### config.mk
export PLATFORM = sky130hd
export DESIGN_NAME = mem_port_arb
export DESIGN_NICKNAME = d
export VERILOG_FILES = /design/src/rtl/mem_arb_pkg.sv /design/src/rtl/mem_port_arb_rr_arb2.sv /design/src/rtl/mem_port_arb.sv
export SDC_FILE = /design/constraint.sdc
export NUM_CORES = 1
export LEC_CHECK = 0
export CORE_UTILIZATION = 34
export DETAILED_ROUTE_END_ITERATION = 8
export PLACE_DENSITY = 0.65
export SLEW_MARGIN = 10
export SYNTH_ARGS = -nofsm -noshare
export SYNTH_HDL_FRONTEND = slang
export SYNTH_SLANG_ARGS = --single-unit
### constraint.sdc
create_clock -name clk -period 5.5 [get_ports clk]
set_input_delay 1.1 -clock clk [delete_from_list [all_inputs] [get_ports clk]]
set_output_delay 1.1 -clock clk [all_outputs]
set_load 0.01 [all_outputs]
### src/rtl/mem_arb_pkg.sv
// Shared definitions for the two-requester memory port arbiter: FSM encoding,
// access width codes, requester indices and the alignment rule.
package mem_arb_pkg;

    typedef enum logic [1:0] {
        ST_IDLE = 2'd0,
        ST_BUSY = 2'd1,
        ST_DONE = 2'd2
    } state_t;

    localparam logic [2:0] BHW_B  = 3'b000;
    localparam logic [2:0] BHW_H  = 3'b001;
    localparam logic [2:0] BHW_W  = 3'b010;
    localparam logic [2:0] BHW_BU = 3'b100;
    localparam logic [2:0] BHW_HU = 3'b101;

    localparam int REQ_LD = 0;
    localparam int REQ_ST = 1;

    function automatic logic misaligned(input logic [2:0] bhw, input logic [1:0] addr_lo);
        return ((bhw == BHW_W) && (addr_lo != 2'b00)) ||
               (((bhw == BHW_H) || (bhw == BHW_HU)) && addr_lo[0]);
    endfunction

endpackage

### src/rtl/mem_port_arb_rr_arb2.sv
// Two-way round-robin picker: combinational pick plus the last-granted pointer,
// which advances only when a grant is actually issued.
module rr_arb2
    import mem_arb_pkg::*;
(
    input  logic       clk,
    input  logic       rst,
    input  logic [1:0] req,
    input  logic       advance,
    output logic [1:0] grant
);

    logic last;  // index of the requester granted most recently

    always_comb begin
        grant = 2'b00;
        if (req[REQ_LD] && (!req[REQ_ST] || last))
            grant[REQ_LD] = 1'b1;
        else if (req[REQ_ST])
            grant[REQ_ST] = 1'b1;
    end

    // NOTE: state registers use non-blocking assignments so every flop samples pre-edge values.
    always_ff @(posedge clk or posedge rst) begin
        if (rst)
            last <= 1'b1;
        else if (advance && (req != 2'b00))
            last <= grant[REQ_ST];
    end

endmodule

### src/rtl/mem_port_arb.sv
// Shared-RAM port arbiter for the load and store queues (IDLE -> BUSY -> DONE).
// Optional alignment check enabled by defining MEM_ARB_MISALIGN_CHK_EN.
module mem_port_arb
    import mem_arb_pkg::*;
#(
    parameter int LATENCY = 2,
    parameter int NREQ    = 2
) (
    input  logic                 clk,
    input  logic                 rst,
    input  logic [NREQ-1:0]      req_valid,
    input  logic [NREQ-1:0]      req_we,
    input  logic [3*NREQ-1:0]    req_bhw,
    input  logic [32*NREQ-1:0]   req_rs1,
    input  logic [32*NREQ-1:0]   req_rs2,
    input  logic [32*NREQ-1:0]   req_imm,
    output logic [NREQ-1:0]      req_grant,
    output logic                 ram_cs,
    output logic                 ram_we,
    output logic [2:0]           ram_bhw,
    output logic [31:0]          ram_addr,
    output logic [31:0]          ram_din,
    input  logic [31:0]          ram_dout,
    output logic [NREQ-1:0]      done,
    output logic [31:0]          rdata,
    output logic                 err
);

    state_t      state, state_nxt;
    logic [3:0]  cnt;
    logic        we_q;
    logic [2:0]  bhw_q;
    logic [31:0] addr_q, din_q;
    logic        owner;
    logic [1:0]  pick;
    logic        sel;
    logic [31:0] sel_addr, sel_din;
    logic [2:0]  sel_bhw;
    logic        sel_mis;

    rr_arb2 u_rr (
        .clk     (clk),
        .rst     (rst),
        .req     (req_valid),
        .advance (state == ST_IDLE),
        .grant   (pick)
    );

    assign sel      = pick[REQ_ST];
    assign sel_addr = sel ? (req_rs1[32 +: 32] + req_imm[32 +: 32])
                          : (req_rs1[0 +: 32]  + req_imm[0 +: 32]);
    assign sel_din  = sel ? req_rs2[32 +: 32] : req_rs2[0 +: 32];
    assign sel_bhw  = sel ? req_bhw[3 +: 3]   : req_bhw[0 +: 3];

`ifdef MEM_ARB_MISALIGN_CHK_EN
    logic err_q;

    assign sel_mis = misaligned(sel_bhw, sel_addr[1:0]);
    assign err     = (state == ST_DONE) && err_q;

    always_ff @(posedge clk or posedge rst) begin
        if (rst)
            err_q <= 1'b0;
        else if ((state == ST_IDLE) && (req_valid != '0))
            err_q <= sel_mis;
    end
`else
    assign sel_mis = 1'b0;
    assign err     = 1'b0;
`endif

    always_ff @(posedge clk or posedge rst) begin
        if (rst)
            state <= ST_IDLE;
        else
            state <= state_nxt;
    end

    // NOTE: every output and next-state variable is defaulted first so no latch is inferred.
    always_comb begin
        state_nxt = state;
        req_grant = '0;
        ram_cs    = 1'b0;
        ram_we    = 1'b0;
        done      = '0;
        unique case (state)
            ST_IDLE: begin
                if (!rst && (req_valid != '0)) begin
                    req_grant = pick;
                    state_nxt = sel_mis ? ST_DONE : ST_BUSY;
                end
            end
            ST_BUSY: begin
                ram_cs = 1'b1;
                ram_we = we_q;
                if (cnt == 4'd0)
                    state_nxt = ST_DONE;
            end
            ST_DONE: begin
                done[owner] = 1'b1;
                state_nxt   = ST_IDLE;
            end
            default: state_nxt = ST_IDLE;
        endcase
    end

    // Command fields are captured on the grant edge and held through BUSY.
    always_ff @(posedge clk or posedge rst) begin
        if (rst) begin
            cnt    <= 4'd0;
            we_q   <= 1'b0;
            bhw_q  <= 3'b000;
            addr_q <= 32'd0;
            din_q  <= 32'd0;
            owner  <= 1'b0;
            rdata  <= 32'd0;
        end else begin
            unique case (state)
                ST_IDLE: begin
                    if (req_valid != '0) begin
                        cnt    <= 4'(LATENCY - 1);
                        we_q   <= req_we[sel];
                        bhw_q  <= sel_bhw;
                        addr_q <= sel_addr;
                        din_q  <= sel_din;
                        owner  <= sel;
                    end
                end
                ST_BUSY: begin
                    if (cnt == 4'd0) begin
                        if (!we_q)
                            rdata <= ram_dout;
                    end else begin
                        cnt <= cnt - 4'd1;
                    end
                end
                default: ;
            endcase
        end
    end

    assign ram_bhw  = bhw_q;
    assign ram_addr = addr_q;
    assign ram_din  = din_q;

endmodule

==> impl_metrics.ini, run 1 <==
[yosys]
ys_warn_count = 0
dominantRegCellSynth = dfrtp_1
seq_area_frac_synth = 0.343
syn_avg_cell_area_um2 = 8.31
synthesis.instances = 948
synth-async-reset-ratio = 1.00
ys_types = 64
postSynthNetCount = 1250
netlist_area_pre_place_um2 = 7880
synth_enable_flop_cells = 0
postSynthRegisterBits = 108

[clocking]
clock_tree.root_cell = clkbuf_16
tritoncts = built
cts_buffer_depth = 2
cts_sinks = 108
post_cts_resized = 0
clkLatencyLatePin_ns = 0.37
clock_tree.htree_level_count = 3
path_clk_slew_ns = 0.07
numCtsBuffers = 9
post-cts-setup-buffers = 0
holdBufCountCts = 0

[sta]
worst_slew_pin_slew_ns = 1.04
rsz0062_at_grt = no
final_setup_violation_count = 0
setup-tns-final_ns = 0
final.period_utilization = 0.774
timing.final.hold_violations = 0
final-max-slew-violation-count = 0
timing.final.crit_period_ns = 4.26
layout_setup_ws_ns = 1.24
timing.fmax_mhz = 235
skew_ns = 0.0201
slew_headroom = 0.309
hold_ws_ns = 0.486

[worst_setup_path]
worstReg2RegStart = u_rr.last$_DFFE_PP1P_
worstRegToRegCells = 6
cp.required_ns = 4.40
worstSetupEndpoint = req_grant[0]
crit_type = in -> out
r2r_setup_slack_ns = 2.96
worst_setup_path_start_kind = input pin
worstReg2RegEnd = ram_addr[31]$_DFFE_PP0P_
critical_path_launch_point = req_valid[0]
path_max_fanout = 6
worst_ep_arrival_time_ns = 3.16
crit_path_end_kind = output pin

[route]
avgViaCountPerCell = 5.29
detailedRoute.firstPassIterationCount = 5
detailroute.via_count = 8217
drt_first_iter_violations = 458
ant_nets = 0
routed_wirelength_mm = 27.3
routedWlPerCell_um = 17.6
drcViolationCount = 0

[grt]
largest_net_degree_at_the_start_of_global_routing = 82
antenna_found_initial = 0
grt_remaining_overflow = 0
grt_pass1_wl_mm = 41.6
number_of_global_route_vias_before_repair = 7458
grt_util_all_layers = 0.225

[placed_design]
buffer_ports.inserted = 340
pre_cts_ws_ns = 1.09
dpl.hpwl_mm = 21.5
dpl.cell_count = 1538
gpl.final_weighted_congestion = 0.937
placedInstanceArea_um2 = 11600

[floorplanning]
coreArea_um2 = 22700
chipWidth_um = 154
top_level_ports = 342
die-area_um2 = 23800
rows = 55
start_util = 0.347
die_height_um = 154

[pwr]
fin_total_pwr_mw = 4.61
power_leakage_nw = 4.90
ir_drop_v = 0.000197
cellPowerDensity_nw_per_um2 = 389

[job]
max_cap_viol_count = 0

[status]
run_status = finished, final reports clean

[finish]
area.sequential_um2 = 2700
design_area_um2 = 11900
final_net_count = 1566
drive_above_1_share = 0.0567
nFillCells = 2140
syn2layout_area_growth_pct = 50.7
utilization = 0.522
post_layout_nonfiller_instances = 1554
multi_input_area_um2 = 4980
antenna_cells = 0

[hold_path]
min-delay-path-class = reg -> reg
[synth_stat cells (all sizes together), types with 7 or more instances]
master | number | area (um^2)
o21ai | 68 | 340
xnor2 | 36 | 315
xor2 | 13 | 114
a21oi | 101 | 505
nand4 | 11 | 68.8
buf | 7 | 30.0
o21bai | 7 | 52.6
mux2 | 33 | 372
inv | 15 | 56.3
nor2b | 8 | 50.1
nand2 | 161 | 604
and3 | 10 | 62.6
o211ai | 10 | 88.8
a21o | 16 | 120
nor3 | 11 | 55.1
clkbuf | 35 | 131
nor2 | 97 | 364
dfrtp | 107 | 2680
or3 | 9 | 56.3
nand3 | 10 | 50.1
ha | 64 | 801
a31oi | 51 | 334
[final cells by class]
cell class,instances,area share
sequential,108,0.228
tap,285,0.0301
clock inverter,7,0.00717
inverter,15,0.00496
clock buffer,9,0.0190
timing repair buffer,347,0.291
multi-input combinational,783,0.420
[worst max-delay path: stages]
cell	delay [ns]
clkdlybuf4s50_1	0.60
nor2_1	0.11
or3_1	0.43
nor3_1	0.32
clkdlybuf4s50_1	0.60
[placed cells by master (no fill, tap or decap), types with 4 or more instances in the layout]
cell / count
nand2_1: 160
nor3_1: 10
nand4_1: 11
o21bai_1: 7
mux2_2: 33
and2_1: 4
o211ai_1: 9
inv_1: 14
ha_1: 64
o21ai_0: 66
a21oi_1: 100
a21o_1: 16
buf_4: 7
nand3_1: 10
nor2_1: 97
a31oi_1: 50
a22oi_1: 4
mux2i_1: 5
dfrtp_1: 107
o21a_1: 4
and3_1: 10
xor2_1: 13
nor2b_1: 8
clkdlybuf4s50_1: 340
a211o_1: 4
clkbuf_16: 9
xnor2_1: 36
or3_1: 9
[worst min path at each step]
| stage | start | to | slack [ns] | cells after the start |
|---|---|---|---|---|
| final | ram_addr[8]$_DFFE_PP0P_ | ram_addr[8]$_DFFE_PP0P_ | 0.49 | 2 |
| after global routing | u_rr.last$_DFFE_PP1P_ | u_rr.last$_DFFE_PP1P_ | 0.52 | 2 |
| after detailed placement | ram_addr[10]$_DFFE_PP0P_ | ram_addr[10]$_DFFE_PP0P_ | 0.47 | 2 |
| after CTS | ram_addr[10]$_DFFE_PP0P_ | ram_addr[10]$_DFFE_PP0P_ | 0.49 | 2 |
| after global placement | ram_addr[3]$_DFFE_PP0P_ | ram_addr[3]$_DFFE_PP0P_ | 0.46 | 2 |
| after floorplan | u_rr.last$_DFFE_PP1P_ | u_rr.last$_DFFE_PP1P_ | 0.45 | 2 |
[cell families after synthesis]
family	count (synthesis)	share of synthesized area
simple gates	337	0.186
compound gates	292	0.228
flops	108	0.343
fa+ha+maj	66	0.107
buf+inv	57	0.0276
xor+xnor	49	0.0545
mux	38	0.0535
other cells	1	0.000476
[registers in the layout, summed over array words and instances, names as in the netlist]
| name | cells |
|---|---|
| cnt | 4 |
| owner | 1 |
| ram_addr | 32 |
| ram_bhw | 3 |
| ram_din | 32 |
| rdata | 32 |
| state | 2 |
| u_rr.last | 1 |
| we_q | 1 |
[where the power goes]
group / switching [mW] / leakage, nW / total [mW] / internal (mW)
logic: 1.20 / 3.48 / 2.50 / 1.30
registers: 0.232 / 1.28 / 1.42 / 1.19
clock network: 0.355 / 0.147 / 0.684 / 0.329
total: 1.79 / 4.90 / 4.61 / 2.82
[metal layers]
metal | part of all wire | wire [um] | global-route usage
met1 | 0.45 | 12200 | 0.296
met3 | 0.060 | 1630 | 0.0367
met4 | 0.015 | 421 | 0.0581
met2 | 0.48 | 13000 | 0.381
met5 | 0 | 0 | 0
Note: power is estimated with default switching activity, not from simulation.
==> run 2: changes to the inputs <==
- PLACE_DENSITY: 0.65 -> 0.67
- clock period: 5.5 -> 3.6 ns (I/O delays scaled with it)
==> run 2 against run 1 <==
Utilization up 1.3 points. Sequential share of layout area down 0.54 points. Via count up 0.68%. Count of clock-buffer cells in the layout unchanged. Wire length down 1.6%. Cell area up 2.4%. Non-clock buffer count up 33. Register-to-register slack worse by 1.7 ns. Die area unchanged. Clock skew down 0.0037 ns. Largest cell class unchanged.
==> impl_metrics.ini, run 2 (same netlist as run 1, synthesis figures left out) <==
[status]
run_status = finished, final reports clean

[floorplanning]
top_level_ports = 342
rows = 55
die-area_um2 = 23800
start_util = 0.347
die_height_um = 154
coreArea_um2 = 22700
chipWidth_um = 154

[job]
max_cap_viol_count = 0

[clocking]
holdBufCountCts = 0
post_cts_resized = 0
tritoncts = built
post-cts-setup-buffers = 0
numCtsBuffers = 9
clock_tree.root_cell = clkbuf_16
clkLatencyLatePin_ns = 0.36
cts_sinks = 108
clock_tree.htree_level_count = 3
cts_buffer_depth = 2
path_clk_slew_ns = 0.08

[grt]
antenna_found_initial = 0
largest_net_degree_at_the_start_of_global_routing = 87
grt_remaining_overflow = 0
grt_util_all_layers = 0.222
grt_pass1_wl_mm = 41.7
number_of_global_route_vias_before_repair = 7862

[worst_setup_path]
crit_type = in -> reg
crit_path_max_incr_delay_ns = 0.41
cp.required_ns = 3.83
cp_cell_sequence = clkdlybuf4s50_1, ha_1, fa_1, a21oi_1, o21ai_0, nand4_1, a21oi_1, a2111oi_2, buf_4, nor3_2, a221oi_2, mux2i_1, nand4_1
worst_setup_path_start_kind = input pin
path_max_fanout = 2
cp_slowest_cell = clkdlybuf4s50_1
crit_path_end_kind = register
worst_ep_arrival_time_ns = 3.60

[finish]
post_layout_nonfiller_instances = 1587
drive_above_1_share = 0.0837
final_net_count = 1599
area.sequential_um2 = 2700
multi_input_area_um2 = 5000
nFillCells = 2137
design_area_um2 = 12100
layout_common_cells = clkdlybuf4s50_1, nand2_1, dfrtp_1, a21oi_1, nor2_1
syn2layout_area_growth_pct = 54.3
antenna_cells = 0
layout.cells.most_common = clkdlybuf4s50_1

[sta]
final.period_utilization = 0.935
skew_ns = 0.0164
slew_headroom = 0.428
worst_slew_pin_slew_ns = 0.858
timing.fmax_mhz = 297
timing.final.crit_period_ns = 3.37
final-max-slew-violation-count = 0
rsz0062_at_grt = no
hold_ws_ns = 0.482
timing.final.hold_violations = 0
final_setup_violation_count = 0

[placed_design]
placedInstanceArea_um2 = 11800
dpl.cell_count = 1571
gpl.final_weighted_congestion = 0.919
buffer_ports.inserted = 340
dpl.hpwl_mm = 21.6

[route]
detailedRoute.firstPassIterationCount = 6
routedWlPerCell_um = 16.9
drcViolationCount = 0
ant_nets = 0
routed_wirelength_mm = 26.8
avgViaCountPerCell = 5.21
drt_first_iter_violations = 464
detailroute.via_count = 8273

[pwr]
ir_drop_v = 0.000389
power_leakage_nw = 5.07
cellPowerDensity_nw_per_um2 = 582

[hold_path]
min-delay-path-class = reg -> reg
==> run 2: changes by cell type in the layout (fill, tap and decap cells not counted), moves of 2 or more <==
| cell | previous run | this run |
|---|---|---|
| buf_4 | 7 | 38 |
| inv_8 | 1 | 3 |
| buf_12 | 0 | 2 |
| clkinv_8 | 2 | 0 |
==> run 2: final cells by class <==
cell class                 instances  share of cell area
multi-input combinational        783               0.412
timing repair buffer             380               0.307
clock inverter                     7             0.00618
sequential                       108               0.223
inverter                          15             0.00484
tap                              285              0.0294
clock buffer                       9              0.0185
==> run 2: path summary, 6_finish.rpt <==
kind | slack [ns] | cells after the start | end | start
max | 0.23 | 13 | ram_addr[30]$_DFFE_PP0P_ | req_rs1[0]
min | 0.48 | 2 | ram_addr[8]$_DFFE_PP0P_ | ram_addr[8]$_DFFE_PP0P_
max reg2reg | 1.27 | 7 | ram_addr[28]$_DFFE_PP0P_ | state[1]$_DFFE_PP0P_
min reg2reg | 0.48 | 2 | ram_addr[8]$_DFFE_PP0P_ | ram_addr[8]$_DFFE_PP0P_
max in group asynchronous | 2.00 | 3 | u_rr.last$_DFFE_PP1P_ | rst
min in group asynchronous | 0.83 | 2 | ram_addr[14]$_DFFE_PP0P_ | rst
==> run 2: worst max-delay path: cells and delay by family <==
family,cells,cell delay [ns]
AO/OA/AOI/OAI,5,1.12
adder cells (fa/ha/maj),2,0.64
buffers and inverters,2,0.58
AND/OR/NAND/NOR,3,0.32
multiplexers,1,0.22
==> run 2: metal layers <==
metal | global-route usage | vias up | wire length [um]
met3 | 0.0448 | 39 | 1830
met5 | 0 | - | 0
met2 | 0.374 | 306 | 12700
li1 | - | 4121 | -
met1 | 0.285 | 3807 | 11700
met4 | 0.0700 | 0 | 622
==> run 2: where the power goes <==
part,leakage (nW),total [mW],switching [mW],internal (mW)
combinational,3.65,3.87,1.84,2.03
sequential,1.28,2.17,0.348,1.82
clock,0.145,1.03,0.535,0.499
==> run 2: stage by stage <==
step	TNS, ns	util	setup WS [ns]	power [mW]
final	0	0.535	0.233	7.08
after global routing	0	0.535	0.00876	7.58
after CTS	0	0.534	0.0904	7.14
after detailed placement	-0.903	0.521	-0.256	6.08
after global placement	-0.710	0.521	-0.267	6.02
after floorplan	0	-	0.0361	4.05
